**config.mk**
```make
export PLATFORM = sky130hd
export DESIGN_NAME = mem_arbiter
export DESIGN_NICKNAME = d
export VERILOG_FILES = /design/src/rtl/mem_arbiter.sv
export SDC_FILE = /design/constraint.sdc
export NUM_CORES = 1
export LEC_CHECK = 0
export ABC_AREA = 1
export BUFFER_PORTS_ARGS = -buffer_cell sky130_fd_sc_hd__clkbuf_2
export CAP_MARGIN = 40
export CORE_AREA = 2 2 110 112
export CTS_BUF_LIST = sky130_fd_sc_hd__clkbuf_2
export DETAILED_ROUTE_END_ITERATION = 8
export DIE_AREA = 0 0 112 114
export SLEW_MARGIN = 20
export SYNTH_ARGS = -nofsm -noshare
export SYNTH_HDL_FRONTEND = slang
export SYNTH_SLANG_ARGS = --single-unit
```
**constraint.sdc**
```tcl
create_clock -name clk_i -period 1.9 [get_ports clk_i]
set_input_delay 0.095 -clock clk_i [delete_from_list [all_inputs] [get_ports clk_i]]
set_output_delay 0.095 -clock clk_i [all_outputs]
set_load 0.02 [all_outputs]
```
**src/rtl/mem_arbiter.sv**
```systemverilog
// -----------------------------------------------------------------------------
// mem_arbiter
//   Two-master to one-slave pipelined Wishbone arbiter. Master 0 is the
//   instruction fetch module (read-only), master 1 is the load/store module.
//   One master owns the bus for a whole cycle. The arbiter counts outstanding
//   requests, and after the owner aborts a cycle it absorbs the stale acks so
//   that they never reach either master.
//
// Configuration macro:
//   ARB_ROUND_ROBIN_EN  defined   : ties in IDLE go to the master not granted
//                                   last time (last-owner flag resets to m0)
//                       undefined : fixed priority, m1 (LSM) wins ties
//
// Parameters:
//   OUTSTANDING_W  width of the outstanding-request counter (max 2^W-1)
//
// Ports:
//   clk_i, rst_i               clock, asynchronous active-low reset
//   m0_adr_i/sel_i/stb_i/cyc_i IFM request (no write path)
//   m1_adr_i/dat_i/sel_i/we_i/stb_i/cyc_i  LSM request
//   m0_dat_o, m1_dat_o         slave read data, broadcast to both masters
//   m0_ack_o, m1_ack_o         ack, routed to the current owner only
//   m0_stall_o, m1_stall_o     stall, held at 1 for a non-owner
//   wb_*_o / wb_*_i            slave-side Wishbone bus
//   busy_o                     arbiter is not IDLE
// -----------------------------------------------------------------------------
module mem_arbiter #(
    parameter int unsigned OUTSTANDING_W = 3
) (
    input  logic        clk_i,
    input  logic        rst_i,

    input  logic [31:0] m0_adr_i,
    output logic [31:0] m0_dat_o,
    input  logic [3:0]  m0_sel_i,
    input  logic        m0_stb_i,
    input  logic        m0_cyc_i,
    output logic        m0_ack_o,
    output logic        m0_stall_o,

    input  logic [31:0] m1_adr_i,
    output logic [31:0] m1_dat_o,
    input  logic [31:0] m1_dat_i,
    input  logic [3:0]  m1_sel_i,
    input  logic        m1_we_i,
    input  logic        m1_stb_i,
    input  logic        m1_cyc_i,
    output logic        m1_ack_o,
    output logic        m1_stall_o,

    output logic [31:0] wb_adr_o,
    output logic [31:0] wb_dat_o,
    output logic [3:0]  wb_sel_o,
    output logic        wb_we_o,
    output logic        wb_stb_o,
    output logic        wb_cyc_o,
    input  logic [31:0] wb_dat_i,
    input  logic        wb_ack_i,
    input  logic        wb_stall_i,

    output logic        busy_o
);

    typedef enum logic [1:0] {
        IDLE   = 2'd0,
        OWN_M0 = 2'd1,
        OWN_M1 = 2'd2,
        DRAIN  = 2'd3
    } state_t;

    localparam logic [OUTSTANDING_W-1:0] CNT_ONE = OUTSTANDING_W'(1);

    state_t                   r_state;
    state_t                   w_next;
    logic [OUTSTANDING_W-1:0] r_cnt;

    logic                     w_full;
    logic                     w_tie_m1;
    logic                     w_inc;
    logic                     w_dec;

    logic [31:0]              w_adr;
    logic [31:0]              w_dat;
    logic [3:0]               w_sel;
    logic                     w_we;
    logic                     w_stb;
    logic                     w_cyc;
    logic                     w_m0_ack;
    logic                     w_m1_ack;
    logic                     w_m0_stall;
    logic                     w_m1_stall;

    assign w_full = (r_cnt == '1);

`ifdef ARB_ROUND_ROBIN_EN
    // 1 when m1 was the most recent grant; resets to m0 so m1 wins the first tie
    logic r_last_m1;

    always_ff @(posedge clk_i or negedge rst_i) begin
        if (!rst_i) begin
            r_last_m1 <= 1'b0;
        end else if (r_state == IDLE && w_next != IDLE) begin
            r_last_m1 <= (w_next == OWN_M1);
        end
    end

    assign w_tie_m1 = !r_last_m1;
`else
    assign w_tie_m1 = 1'b1;
`endif

    // ------------------------------------------------------------------
    // State register
    // ------------------------------------------------------------------
    always_ff @(posedge clk_i or negedge rst_i) begin
        if (!rst_i) begin
            r_state <= IDLE;
        end else begin
            r_state <= w_next;
        end
    end

    // ------------------------------------------------------------------
    // Next state and bus muxing
    // ------------------------------------------------------------------
    always_comb begin
        w_next     = r_state;
        w_adr      = '0;
        w_dat      = '0;
        w_sel      = '0;
        w_we       = 1'b0;
        w_stb      = 1'b0;
        w_cyc      = 1'b0;
        w_m0_ack   = 1'b0;
        w_m1_ack   = 1'b0;
        w_m0_stall = 1'b1;
        w_m1_stall = 1'b1;

        case (r_state)
            IDLE: begin
                if (m0_cyc_i && m1_cyc_i) begin
                    w_next = w_tie_m1 ? OWN_M1 : OWN_M0;
                end else if (m1_cyc_i) begin
                    w_next = OWN_M1;
                end else if (m0_cyc_i) begin
                    w_next = OWN_M0;
                end
            end

            OWN_M0: begin
                w_adr      = m0_adr_i;
                w_sel      = m0_sel_i;
                w_cyc      = m0_cyc_i;
                // strobe is qualified by cyc so a dropped cycle never counts
                w_stb      = m0_stb_i && m0_cyc_i && !w_full;
                w_m0_stall = wb_stall_i || w_full;
                w_m0_ack   = wb_ack_i;
                if (!m0_cyc_i) begin
                    w_next = (r_cnt == '0) ? IDLE : DRAIN;
                end
            end

            OWN_M1: begin
                w_adr      = m1_adr_i;
                w_dat      = m1_dat_i;
                w_sel      = m1_sel_i;
                w_we       = m1_we_i;
                w_cyc      = m1_cyc_i;
                w_stb      = m1_stb_i && m1_cyc_i && !w_full;
                w_m1_stall = wb_stall_i || w_full;
                w_m1_ack   = wb_ack_i;
                if (!m1_cyc_i) begin
                    w_next = (r_cnt == '0) ? IDLE : DRAIN;
                end
            end

            DRAIN: begin
                // keep the cycle open while the slave returns stale acks
                w_cyc = 1'b1;
                if (r_cnt == '0 || (r_cnt == CNT_ONE && wb_ack_i)) begin
                    w_next = IDLE;
                end
            end

            default: begin
                w_next = IDLE;
            end
        endcase
    end

    // ------------------------------------------------------------------
    // Outstanding-request counter
    // ------------------------------------------------------------------
    assign w_inc = w_stb && !wb_stall_i;
    // acks in IDLE or with nothing outstanding are ignored (no underflow)
    assign w_dec = wb_ack_i && (r_cnt != '0) && (r_state != IDLE);

    always_ff @(posedge clk_i or negedge rst_i) begin
        if (!rst_i) begin
            r_cnt <= '0;
        end else begin
            case ({w_inc, w_dec})
                2'b10: if (!w_full) r_cnt <= r_cnt + CNT_ONE;
                2'b01: r_cnt <= r_cnt - CNT_ONE;
                default: r_cnt <= r_cnt;
            endcase
        end
    end

    // ------------------------------------------------------------------
    // Outputs
    // ------------------------------------------------------------------
    assign wb_adr_o   = w_adr;
    assign wb_dat_o   = w_dat;
    assign wb_sel_o   = w_sel;
    assign wb_we_o    = w_we;
    assign wb_stb_o   = w_stb;
    assign wb_cyc_o   = w_cyc;

    assign m0_ack_o   = w_m0_ack;
    assign m1_ack_o   = w_m1_ack;
    assign m0_stall_o = w_m0_stall;
    assign m1_stall_o = w_m1_stall;

    assign m0_dat_o   = wb_dat_i;
    assign m1_dat_o   = wb_dat_i;

    assign busy_o     = (r_state != IDLE);

endmodule

```
==> results.txt <==
- The flow ran to the end, and the final reports show no timing, DRC or antenna violations.
* Number of buffers inserted by port buffering: 188
- CP max-delay cell: sky130_fd_sc_hd__dfrtp_1
- Avg Inst Size Synth: approximately 5.6 sq um
- Share of flip-flops with an asynchronous set or reset after synthesis: 1.00
* Data required time at the worst endpoint: ~1.8 ns
- The final count of hold timing violations was 0.
* CTS tree: done
* TritonCTS buffer count: 3
* Global-route wire length before repair: 9.11 mm
- Total power per unit cell area: 1380 nW/um^2
* Final critical delay including setup and external delays: 1.78 ns
- CP cell instances: inv_1 > ha_2 > buf_12 > nand2_1 > a21oi_1 > clkbuf_2
* Worst Min Path Start: wb_dat_i[22]
* Vias in the first global route: 1923
* Number of diodes: 0
- The number of antenna violations at the first check in global routing came to 0.
- The final route contains between 2000 and 2500 vias.
- Register area share after synthesis: 0.0665
- Post-synth top flop: sky130_fd_sc_hd__dfrtp_1
* Layout area overhead: 36.2%
* Residual antenna-violating net count after detailed routing: 0
* Source of the worst register-to-register timing path: r_state[1]
- Maximum vdd drop: just under 700 uV
- Clk pin slew, worst setup/hold paths: 0.05 ns
- Drt drc: 0
* Delay contributed by the slowest stage of the critical path: 0.41 ns
- Net total in the final layout: 609
* Post-CTS Setup Repair Bufs: 0
* Leading cell types in the layout, fill and taps excluded: 192 x sky130_fd_sc_hd__clkbuf_2, 119 x sky130_fd_sc_hd__nand2_1, 46 x sky130_fd_sc_hd__inv_1, 38 x sky130_fd_sc_hd__a21oi_1, 10 x sky130_fd_sc_hd__ha_1
- Count of distinct cell types in the synthesized netlist: 24
- Count of TritonRoute iterations in the first routing pass: 4
- After detailed routing, the number of vias per cell comes to 3.67.
- Share of the clock period used by the worst path after layout: 0.938
- Of the cells placed in the final design, the portion with a size suffix greater than 1 is 0.478.
- Number of max-cap violations: 0
- STA classifies the critical path endpoint as a primary output.
* Max Clock Freq: 561 MHz
* Sum Neg Setup Slack: 0 ns
* Most common library cell in the layout ignoring fill and taps: sky130_fd_sc_hd__clkbuf_2
* Final RePlAce weighted congestion: about 0.76
* Total Power: between 3000 and 4000 uW
* Max-slew violation total from the final report: 0
* Data arrival time of the worst path: 1.69 ns
* Internal reg-to-reg setup slack: 0.31 ns
- The die is 114 microns tall.
- DP Wirelength: 5.14 mm
* Worst hold stages: 0
- The synthesized netlist occupies a cell area of 1880 sq um.
- Initial Utilization: 0.161
- End point of the most critical hold path: m0_dat_o[22]
- Number of DRC violations after detailed-routing iteration 0: 61
- In this run the standard cell core region covers 11700 sq um.
- Entering global routing, the biggest net connects 38 pins.
* Wire length reported by the detailed router: ~6.2 mm
- At the pin with the least slew margin, the transition time is 0.223 ns.
* Final core utilization: 0.219
* Number of sinks on the clock net: 5
* Number of flops mapped to enable cells by yosys: 0
- Destination of the worst register-to-register timing path: r_cnt[1]
- CTS built an H-tree with a depth of 1.
- The worst pin sits at a relative slew slack of 0.850.
- Setup repair after global routing left no endpoint under its margin.
- Counting every net in the synthesized netlist gives 490.
* Root Buffer Master: sky130_fd_sc_hd__clkbuf_2
* Path type of the worst setup path: reg -> out
- Rows: 40
- Synthesis handed over a netlist of 334 instances.
- Clock Path Buffers: 2
- The analysis attributes to cell leakage a power of 0.00171 uW.
- In this run the horizontal extent of the chip is approximately 110 microns.
- Clock Skews: 0.00152 ns
- # IOs: 285
* Overall track demand over capacity in global routing: 0.0852
* Largest fanout of any net on the critical path: 35
- Average wire per standard cell: roughly 10 microns
* Clock latency on the worst-skew pair: 0.20 ns
- The share of synthesized area in the top cell type comes to 0.255.
- The number of cells on the worst reg-to-reg path is 9.
- Area enclosed by the die boundary: approximately 13000 sq um
- The Yosys step of the flow raised 0 warnings.
- Area contributors post-synth: sky130_fd_sc_hd__buf_4 26%, sky130_fd_sc_hd__nand2_1 24%, sky130_fd_sc_hd__a21oi_1 10%
- Top cell type by total area after synthesis: sky130_fd_sc_hd__buf_4
- The total overflow left after global routing is 0.
* Count of final setup violators: 0
* Startpoint type of the worst setup path: flip-flop
- Number of register bits inferred by synthesis: 5
* Worst hold path class: in -> out
## timing repair
item	CTS	global route
gates resized for setup	0	1
hold endpoints to repair	5	0
setup endpoints to repair	0	17
hold buffers	1	0
## worst max path at each step
stage,startpoint,end,slack [ns],cells past startpoint
2_1_floorplan,r_state[0],wb_adr_o[21],0.32,6
3_3_place_gp,r_state[0],wb_adr_o[16],0.34,6
3_5_place_dp,r_state[1],r_cnt[1],0.30,9
4_1_cts,r_state[0],wb_adr_o[16],0.06,6
5_1_grt,r_state[0],wb_adr_o[2],0.03,6
6_report,r_state[0],wb_adr_o[16],0.12,6
## logic make-up (layout without fill, tap and decap cells)
kind of cell	after synthesis	in the layout	share of synthesized area
AND/OR/NAND/NOR	146	146	0.345
buffers and inverters	130	248	0.400
AO/OA/AOI/OAI	41	41	0.110
adder cells (fa/ha/maj)	11	11	0.0732
flip-flops	5	5	0.0665
XOR/XNOR	1	1	0.00466
## sequential cells by signal (all words and copies together), names as in the netlist
register / flops
r_state: 2
r_cnt: 3
## report_power, final
group	total, uW	leakage, uW	internal (uW)	switching [uW]
Sequential	221	0.0000609	162	59.9
Clock	93.8	0.0000166	55.7	38.1
Combinational	3210	0.00164	1080	2130
## critical path: cells and delay by family, from the launching register on
| kind | cells | cell delay, ns |
|---|---|---|
| flops | 1 | 0.41 |
| compound gates | 1 | 0.18 |
| simple gates | 1 | 0.07 |
| buf+inv | 3 | 0.55 |
| fa+ha+maj | 1 | 0.25 |
## stage by stage
stage / std cells / hold WS [ns] / setup WS, ns / cell area [sq um]
after detailed placement: 594 / -0.0801 / 0.299 / 2530
after global routing: 599 / 0.190 / 0.0253 / 2560
after global placement: 594 / -0.0786 / 0.340 / 2530
after CTS: 599 / 0.190 / 0.0558 / 2560
final: 599 / 0.190 / 0.117 / 2560
after floorplan: 334 / -0.201 / 0.321 / 1880
## layer usage
| metal | vias up | wire (microns) | global-route usage | share of wire |
|---|---|---|---|---|
| met5 | - | 0 | 0 | 0 |
| met4 | 0 | 87 | 0.0276 | 0.014 |
| met3 | 19 | 509 | 0.0239 | 0.082 |
| met2 | 99 | 3030 | 0.151 | 0.49 |
| met1 | 910 | 2550 | 0.100 | 0.41 |
| li1 | 1171 | - | - | - |
## cell type report
class	count	area [sq um]
Fill cell	1336	9150
Clock buffer	4	20.0
Inverter	50	188
Timing Repair Buffer	194	1040
Multi-Input combinational cell	199	1010
Sequential cell	5	125
Tap cell	147	184
## synth_stat cells (2+ instances only)
cell	n
sky130_fd_sc_hd__a21oi_1	38
sky130_fd_sc_hd__buf_2	13
sky130_fd_sc_hd__buf_4	64
sky130_fd_sc_hd__clkbuf_1	2
sky130_fd_sc_hd__dfrtp_1	5
sky130_fd_sc_hd__ha_1	11
sky130_fd_sc_hd__inv_1	46
sky130_fd_sc_hd__inv_2	4
sky130_fd_sc_hd__nand2_1	119
sky130_fd_sc_hd__nand2_2	4
sky130_fd_sc_hd__nand2_4	3
sky130_fd_sc_hd__nand3_1	7
sky130_fd_sc_hd__nand4_1	2
sky130_fd_sc_hd__nor2_1	2
sky130_fd_sc_hd__nor2_2	3
sky130_fd_sc_hd__nor3_1	2
sky130_fd_sc_hd__o21ai_1	2
No activity file was read; power rests on OpenSTA's default activity.
